==> src/rtl/adder_pkg.sv <==
// Shared types and constants for the bit-serial adder.
package adder_pkg;

  localparam int DEFAULT_WIDTH = 32;

  typedef enum logic [1:0] {
    IDLE = 2'd0,
    RUN  = 2'd1,
    DONE = 2'd2
  } state_e;

endpackage

==> src/rtl/full_adder.sv <==
// One-bit full-adder cell used as the serial datapath of serial_adder.
module full_adder (
  input  logic a_i,
  input  logic b_i,
  input  logic c_i,
  output logic s_o,
  output logic c_o
);

  assign s_o = a_i ^ b_i ^ c_i;
  assign c_o = (a_i & b_i) | (a_i & c_i) | (b_i & c_i);

endmodule

==> src/rtl/serial_adder.sv <==
// Bit-serial adder: LSB first through one full-adder cell, WIDTH cycles per operation.
// Define SERIAL_SUBTRACT_EN to add the i_sub port and A-B support.
module serial_adder
  import adder_pkg::*;
#(
  parameter int WIDTH = DEFAULT_WIDTH
) (
  input  logic             i_clk,
  input  logic             i_rst,
  input  logic             i_valid,
  output logic             o_ready,
  input  logic [WIDTH-1:0] i_a,
  input  logic [WIDTH-1:0] i_b,
  input  logic             i_cin,
`ifdef SERIAL_SUBTRACT_EN
  input  logic             i_sub,
`endif
  output logic             o_valid,
  input  logic             i_ready,
  output logic [WIDTH-1:0] o_sum,
  output logic             o_cout,
  output logic             o_ovf
);

  localparam int CW = (WIDTH > 1) ? $clog2(WIDTH) : 1;

  state_e           state_q;
  logic [CW-1:0]    cnt_q;
  logic             carry_q;
  logic [WIDTH-1:0] a_q;
  logic [WIDTH-1:0] b_q;
  logic [WIDTH-1:0] sum_q;
  logic             cout_q;
  logic             ovf_q;
  logic             ready_q;
  logic             valid_q;

  logic             b_bit;
  logic             cin_sel;
  logic             fa_sum;
  logic             fa_co;
  logic             last_bit;
  logic [WIDTH-1:0] sum_d;
  logic [CW-1:0]    cnt_d;

`ifdef SERIAL_SUBTRACT_EN
  logic             sub_q;

  // Subtraction is A + ~B + 1, so B is inverted on its way into the cell.
  assign b_bit   = b_q[0] ^ sub_q;
  assign cin_sel = i_sub ? 1'b1 : i_cin;
`else
  assign b_bit   = b_q[0];
  assign cin_sel = i_cin;
`endif

  full_adder u_fa (
    .a_i (a_q[0]),
    .b_i (b_bit),
    .c_i (carry_q),
    .s_o (fa_sum),
    .c_o (fa_co)
  );

  assign last_bit = (cnt_q == CW'(WIDTH - 1));
  assign sum_d    = {fa_sum, sum_q[WIDTH-1:1]};
  assign cnt_d    = cnt_q + CW'(1);

  always_ff @(posedge i_clk or posedge i_rst) begin
    if (i_rst) begin
      state_q <= IDLE;
      cnt_q   <= '0;
      carry_q <= 1'b0;
      a_q     <= '0;
      b_q     <= '0;
      sum_q   <= '0;
      cout_q  <= 1'b0;
      ovf_q   <= 1'b0;
      ready_q <= 1'b1;
      valid_q <= 1'b0;
`ifdef SERIAL_SUBTRACT_EN
      sub_q   <= 1'b0;
`endif
    end else begin
      case (state_q)
        IDLE: begin
          if (i_valid && ready_q) begin
            a_q     <= i_a;
            b_q     <= i_b;
            carry_q <= cin_sel;
            cnt_q   <= '0;
            ready_q <= 1'b0;
            state_q <= RUN;
`ifdef SERIAL_SUBTRACT_EN
            sub_q   <= i_sub;
`endif
          end
        end
        RUN: begin
          a_q     <= {1'b0, a_q[WIDTH-1:1]};
          b_q     <= {1'b0, b_q[WIDTH-1:1]};
          carry_q <= fa_co;
          sum_q   <= sum_d;
          if (last_bit) begin
            // carry into the MSB is still in carry_q on this edge
            cout_q  <= fa_co;
            ovf_q   <= carry_q ^ fa_co;
            valid_q <= 1'b1;
            state_q <= DONE;
          end else begin
            cnt_q   <= cnt_d;
          end
        end
        DONE: begin
          if (i_ready) begin
            valid_q <= 1'b0;
            ready_q <= 1'b1;
            state_q <= IDLE;
          end
        end
        default: begin
          valid_q <= 1'b0;
          ready_q <= 1'b1;
          cnt_q   <= '0;
          state_q <= IDLE;
        end
      endcase
    end
  end

  assign o_ready = ready_q;
  assign o_valid = valid_q;
  assign o_sum   = sum_q;
  assign o_cout  = cout_q;
  assign o_ovf   = ovf_q;

endmodule

==> config.mk <==
export PLATFORM = sky130hd
export DESIGN_NAME = serial_adder
export DESIGN_NICKNAME = d
export VERILOG_FILES = /design/src/rtl/adder_pkg.sv /design/src/rtl/full_adder.sv /design/src/rtl/serial_adder.sv
export SDC_FILE = /design/constraint.sdc
export NUM_CORES = 1
export LEC_CHECK = 0
export BUFFER_PORTS_ARGS = -buffer_cell sky130_fd_sc_hd__buf_4
export CAP_MARGIN = 15
export CORE_MARGIN = 2
export CORE_UTILIZATION = 40
export DETAILED_ROUTE_END_ITERATION = 16
export GPL_TIMING_DRIVEN = 0
export SLEW_MARGIN = 40
export SYNTH_ARGS = -nofsm -noshare
export SYNTH_HDL_FRONTEND = slang
export SYNTH_SLANG_ARGS = --single-unit
==> constraint.sdc <==
create_clock -name i_clk -period 4.3 [get_ports i_clk]
set_clock_uncertainty 0.2 [all_clocks]
set_input_delay 0.86 -clock i_clk [delete_from_list [all_inputs] [get_ports i_clk]]
set_output_delay 0.86 -clock i_clk [all_outputs]
set_load 0.005 [all_outputs]
======== Word-level counts from Yosys, hierarchy flattened ========
Index checks and enable logic that the tools add are counted.
cells by class
  equal/unequal tests ..................... 7
  multiplexer cells ....................... 19
  bitwise logic cells ..................... 11
  reductions and logical operators ........ 9
  $add $sub $neg .......................... 1
operators by type and width
  cell                                                  count
  one-hot mux 32 bit (2 select lines)                   2
  two-way mux 32 bit                                    2
  one-hot mux 5 bit (3 select lines)                    1
  AND reduction 3 bit                                   4
  two-way mux 5 bit                                     2
  != test 2 bit (second input constant)                 4
  two-way mux 2 bit                                     3
  one-hot mux 1 bit (3 select lines)                    2
  one-hot mux 2 bit (3 select lines)                    1
  adder 5 x 1 -> 5 bit (second input constant)          1
  equality test 5 bit (second input constant)           1
  two-way mux 1 bit                                     5
  AND reduction 2 bit                                   2
  AND 1 bit                                             3
  NOT 1 bit                                             3
  bitwise XOR 1 bit                                     3
  equality test 2 x 1 -> 1 bit (second input constant)  1
  equality test 2 bit (second input constant)           1
  logical NOT 2 bit                                     1
  bitwise OR 1 bit                                      2
  one-hot mux 1 bit (2 select lines)                    1
  nonzero test 2 bit                                    1
  logical AND 1 bit                                     1
word-level totals
  output and inout port bits .............. 36
  word-level logic and storage cells ...... 57
  register bits after elaboration ......... 108
  input bits .............................. 69

======== Depth between registers and ports, before layout ========
  word-level depth ........................ 4
  mapped depth ............................ 7
  mapped depth without buffers ............ 6

======== Modules after synthesis ========
A second synthesis with hierarchy kept.
second synthesis, totals
  cells, all modules ...................... 541
  area total of the unflattened synthesis .. 4685.7 µm²
by module, submodules not included
  module        cells each  area each (µm²)  seq. area each (µm²)  times used
  serial_adder  540         4665.7           2703.8                1
  full_adder    1           20.0             0.0                   1

======== Worst setup path before layout ========
No wires, ideal clock.
  path kind ............................... input to register
  start point ............................. input port i_valid
  end point ............................... register a_q[0]
  buffers on the path ..................... 2
  data arrival time ....................... 1649 ps
  path slack .............................. 2326 ps
  setup time .............................. 125 ps
  cell stages on the path ................. 5
  path through ............................ a21oi_2 or2_1 buf_2 buf_2 o21ai_1
on the way
  cells in the longest elaborated chain, start to end .. 3
RTL lines
  item                                  RTL line             RTL
  start, declared                       serial_adder.sv:10   input logic i_valid,
  logical AND 1 bit                     serial_adder.sv:87   if (i_valid && ready_q) begin
  != test 2 bit (no source line)        -
  AND reduction 2 bit (no source line)  -
  end signal, assigned                  serial_adder.sv:88   a_q <= i_a;
  end signal, assigned                  serial_adder.sv:100  a_q <= {1'b0, a_q[WIDTH-1:1]};
  end, declared                         serial_adder.sv:30   logic [WIDTH-1:0] a_q;
Every way passes these cells.
A chain may end at the register's enable or synchronous reset.

======== Final worst setup path ========
  start point ............................. input port i_valid
  end point ............................... register a_q[13]
Same word-level chain as after synthesis.

==> flow_summary.yaml <==
floorplanning:
  ioPinCount: 105
  initial_core_util_pct: 40.65
  core_area_mm2: 0.01196
  dieArea_mm2: 0.01305
  die_height_um: 114.3
  rows: 40
  die_width_um: 114.3
power_and_ir_drop:
  intPower_mw: 2.480
  seqPwrFrac_pct: 45.6
  p_sw_share_pct: 33.67
  pwr-share-clk_pct: 20.9
  p_leak_nw: 3.086
  pwr-share-comb_pct: 33.4
  peakVddDrop_v: 0.0002284
  power_density_mw_per_mm2: 608.8
  p_sw_mw: 1.259
grt:
  grt_max_degree: 79
  first_global_vias: 3707
  grt_usage_pct: 17.62
  grt_pass1_wl_um: 18150
  grt_remaining_overflow: 0
  antenna_found_initial: 0
sta:
  setup_viol: 0
  maxSlewViolCount: 0
  whs_ns: 0.2579
  post-route-period-util_pct: 49.83
  min_period_ns: 2.143
  setup_tns_ns: 0
  rsz0062_at_grt: "false"
  max_slew_margin_pct: 66.79
  finalHoldViolCount: 0
  timing.fmax_mhz: 466.7
  tightest_slew_ns: 0.4982
logic_synthesis:
  synth_nets: 553
  ys_seq_elements: 108
  synth_commonest_cells: "107 x dfrtp_1, 102 x nand2_1, 66 x o21ai_0"
  synth-warning-count: 0
  yosys-top-cells-area: "dfrtp_1 55%, mux2i_1 13%, nand2_1 7.9%, o21ai_0 6.8%, o21ai_1 6.6%"
  synth_cell_types: 36
  yosysTopAreaCell: "dfrtp_1"
  postSynth.asyncResetShare_pct: 100.0
  syn_area_mm2: 0.004862
  synth_seq_area_share_pct: 55.61
  yosysMostFrequentCell: "dfrtp_1"
  synthFlopType: "dfrtp_1"
  yosys.area.top_type_share_pct: 55.07
  synth_edf_count: 0
  syn_inst: 481
  avgSynthCellArea_um2: 10.11
clock_network:
  cts_resized: 0
  clkTransAtPathRegs_ns: 0.07
  h-tree-depth: 3
  clk_path_buf_depth: 2
  postCtsSetupBuffers: 0
  cts_tree: "yes"
  root_buffer: "clkbuf_16"
  clkLatencyLatePin_ns: 0.35
  cts.sinks: 108
  holdBufCountCts: 0
  cts_inserted_buffers: 9
placement:
  placed_cells: 733
  port_buffers: 104
  gp_congestion: 0.7633
  dp_hpwl_um: 7770
layout:
  nFillCells: 1114
  final_cells: 749
  area.growth.synth_to_final_pct: 26.30
  layout.nets: 669
  antenna_cells: 0
  drive_gt1_share_pct: 24.42
  utilization_pct: 51.34
critical_path:
  worst-endpoint-arrival_ns: 2.17
  crit_path_max_fanout: 10
  critPathTopFamily: "buffers and inverters"
  crit_chain: "buf_4 -> a21oi_2 -> or2_1 -> buf_2 -> buf_2 -> o21ai_1"
  cp_common_cell: "buf_2"
  cp.required_ns: 4.33
  critPathLaunchType: "input pin"
  slowest_delay_ns: 0.41
  path_buf_inv: 3
  criticalPathCategory: "in2reg"
  setup.worst_path.end_class: "flip-flop"
  r2r_slack_ns: 2.19
  crit_path_top_delay_cell: "a21oi_2"
routing:
  routedWlPerCell_um: 14.58
  drtIter0Drc: 165
  route.antenna.remaining_nets: 0
  routed_wl_um: 10920
  num_vias: 3852
  drt_pass1_iterations: 4
  route.detailed.drc: 0
  drt-vias-per-instance: 5.143
run_status:
  status: "complete, no violations"
job:
  maxCapViolCount: 0
worst_hold_path:
  hp-class: "in2async"
[cell type report]
| cell class | count | area (µm²) | share of cell area, % |
|---|---|---|---|
| Buffer | 38 | 193.9 | 3.158 |
| Sequential cell | 108 | 2704 | 44.03 |
| Tap cell | 147 | 183.9 | 2.995 |
| Inverter | 3 | 18.77 | 0.3056 |
| Clock inverter | 5 | 36.28 | 0.5909 |
| Multi-Input combinational cell | 332 | 1953 | 31.81 |
| Clock buffer | 11 | 242.7 | 3.953 |
| Timing Repair Buffer | 105 | 808.3 | 13.16 |
[routing by layer]
layer  global-route usage (%)  wire length [µm]
met1                    23.50              4903
met2                    28.73              5347
met3                    3.494               529
met4                    6.341               143
met5                        0                 0
[power by group through the flow]
stage / Sequential [mW] / Combinational, mW / Clock (mW)
finish: 1.71 / 1.25 / 0.783
floorplan: 1.67 / 0.821 / 0
global route: 1.76 / 1.42 / 0.849
CTS: 1.71 / 1.27 / 0.801
detailed placement: 1.73 / 1.27 / 0
global placement: 1.71 / 1.23 / 0
[metrics by stage]
| stage | area (µm²) | worst slack (ns) | power, mW |
|---|---|---|---|
| after CTS | 6141 | 2.130 | 3.784 |
| after floorplan | 4862 | 0.3961 | 2.490 |
| after detailed placement | 5862 | 1.768 | 2.996 |
| final | 6141 | 2.157 | 3.738 |
| after global placement | 5827 | -0.9554 | 2.936 |
| after global routing | 6141 | 2.007 | 4.028 |
[worst reg2reg max path, delay by kind of cell (launching register included)]
| family | cells | cell delay (ns) |
|---|---|---|
| AND/OR/NAND/NOR | 2 | 0.43 |
| adder cells (fa/ha/maj) | 2 | 0.46 |
| flip-flops | 1 | 0.41 |
| AO/OA/AOI/OAI | 2 | 0.50 |
[final timing paths]
| check | from | to | depth (start not counted) |
|---|---|---|---|
| worst max register to register | cnt_q[0]$_DFFE_PP0P_ | cnt_q[0]$_DFFE_PP0P_ | 6 |
| min in group i_clk | o_sum[0]$_DFFE_PP0P_ | o_sum[0]$_DFFE_PP0P_ | 2 |
| worst min register to register | o_sum[0]$_DFFE_PP0P_ | o_sum[0]$_DFFE_PP0P_ | 2 |
| max in group asynchronous | i_rst | o_ready$_DFFE_PP1P_ | 3 |
| worst max-delay path | i_valid | a_q[13]$_DFFE_PP0P_ | 6 |
| worst min-delay path | i_rst | o_sum[28]$_DFFE_PP0P_ | 2 |
[cells by family (layout without fill, tap and decap cells)]
kind of cell,Yosys count,after routing,synth area share [%]
xor gates and xnor gates,1,1,0.1802
AOI/OAI and AO/OA,144,144,15.70
and+or+nand+nor,120,120,10.16
muxes,64,64,13.20
DFF,108,108,55.61
adders and majority gates,3,3,0.9263
buffers and inverters,41,162,4.220
[state kept, by name (all words and copies together) (netlist names)]
| register | flops |
|---|---|
| o_cout | 1 |
| o_ready | 1 |
| a_q | 32 |
| b_q | 32 |
| state_q | 2 |
| o_ovf | 1 |
| carry_q | 1 |
| o_valid | 1 |
| o_sum | 32 |
| cnt_q | 5 |
[cell usage in the layout (no fill, tap or decap), types with 3 or more instances in the layout]
master and count:
a21oi_1 3, buf_2 17, buf_4 104, buf_6 4, clkbuf_1 18, clkbuf_16 9, clkinvlp_4 3, dfrtp_1 107
mux2i_1 63, nand2_1 102, nand3_1 3, nor2_1 3, o21ai_0 66, o21ai_1 64
Note: power is estimated with default switching activity, not from simulation.
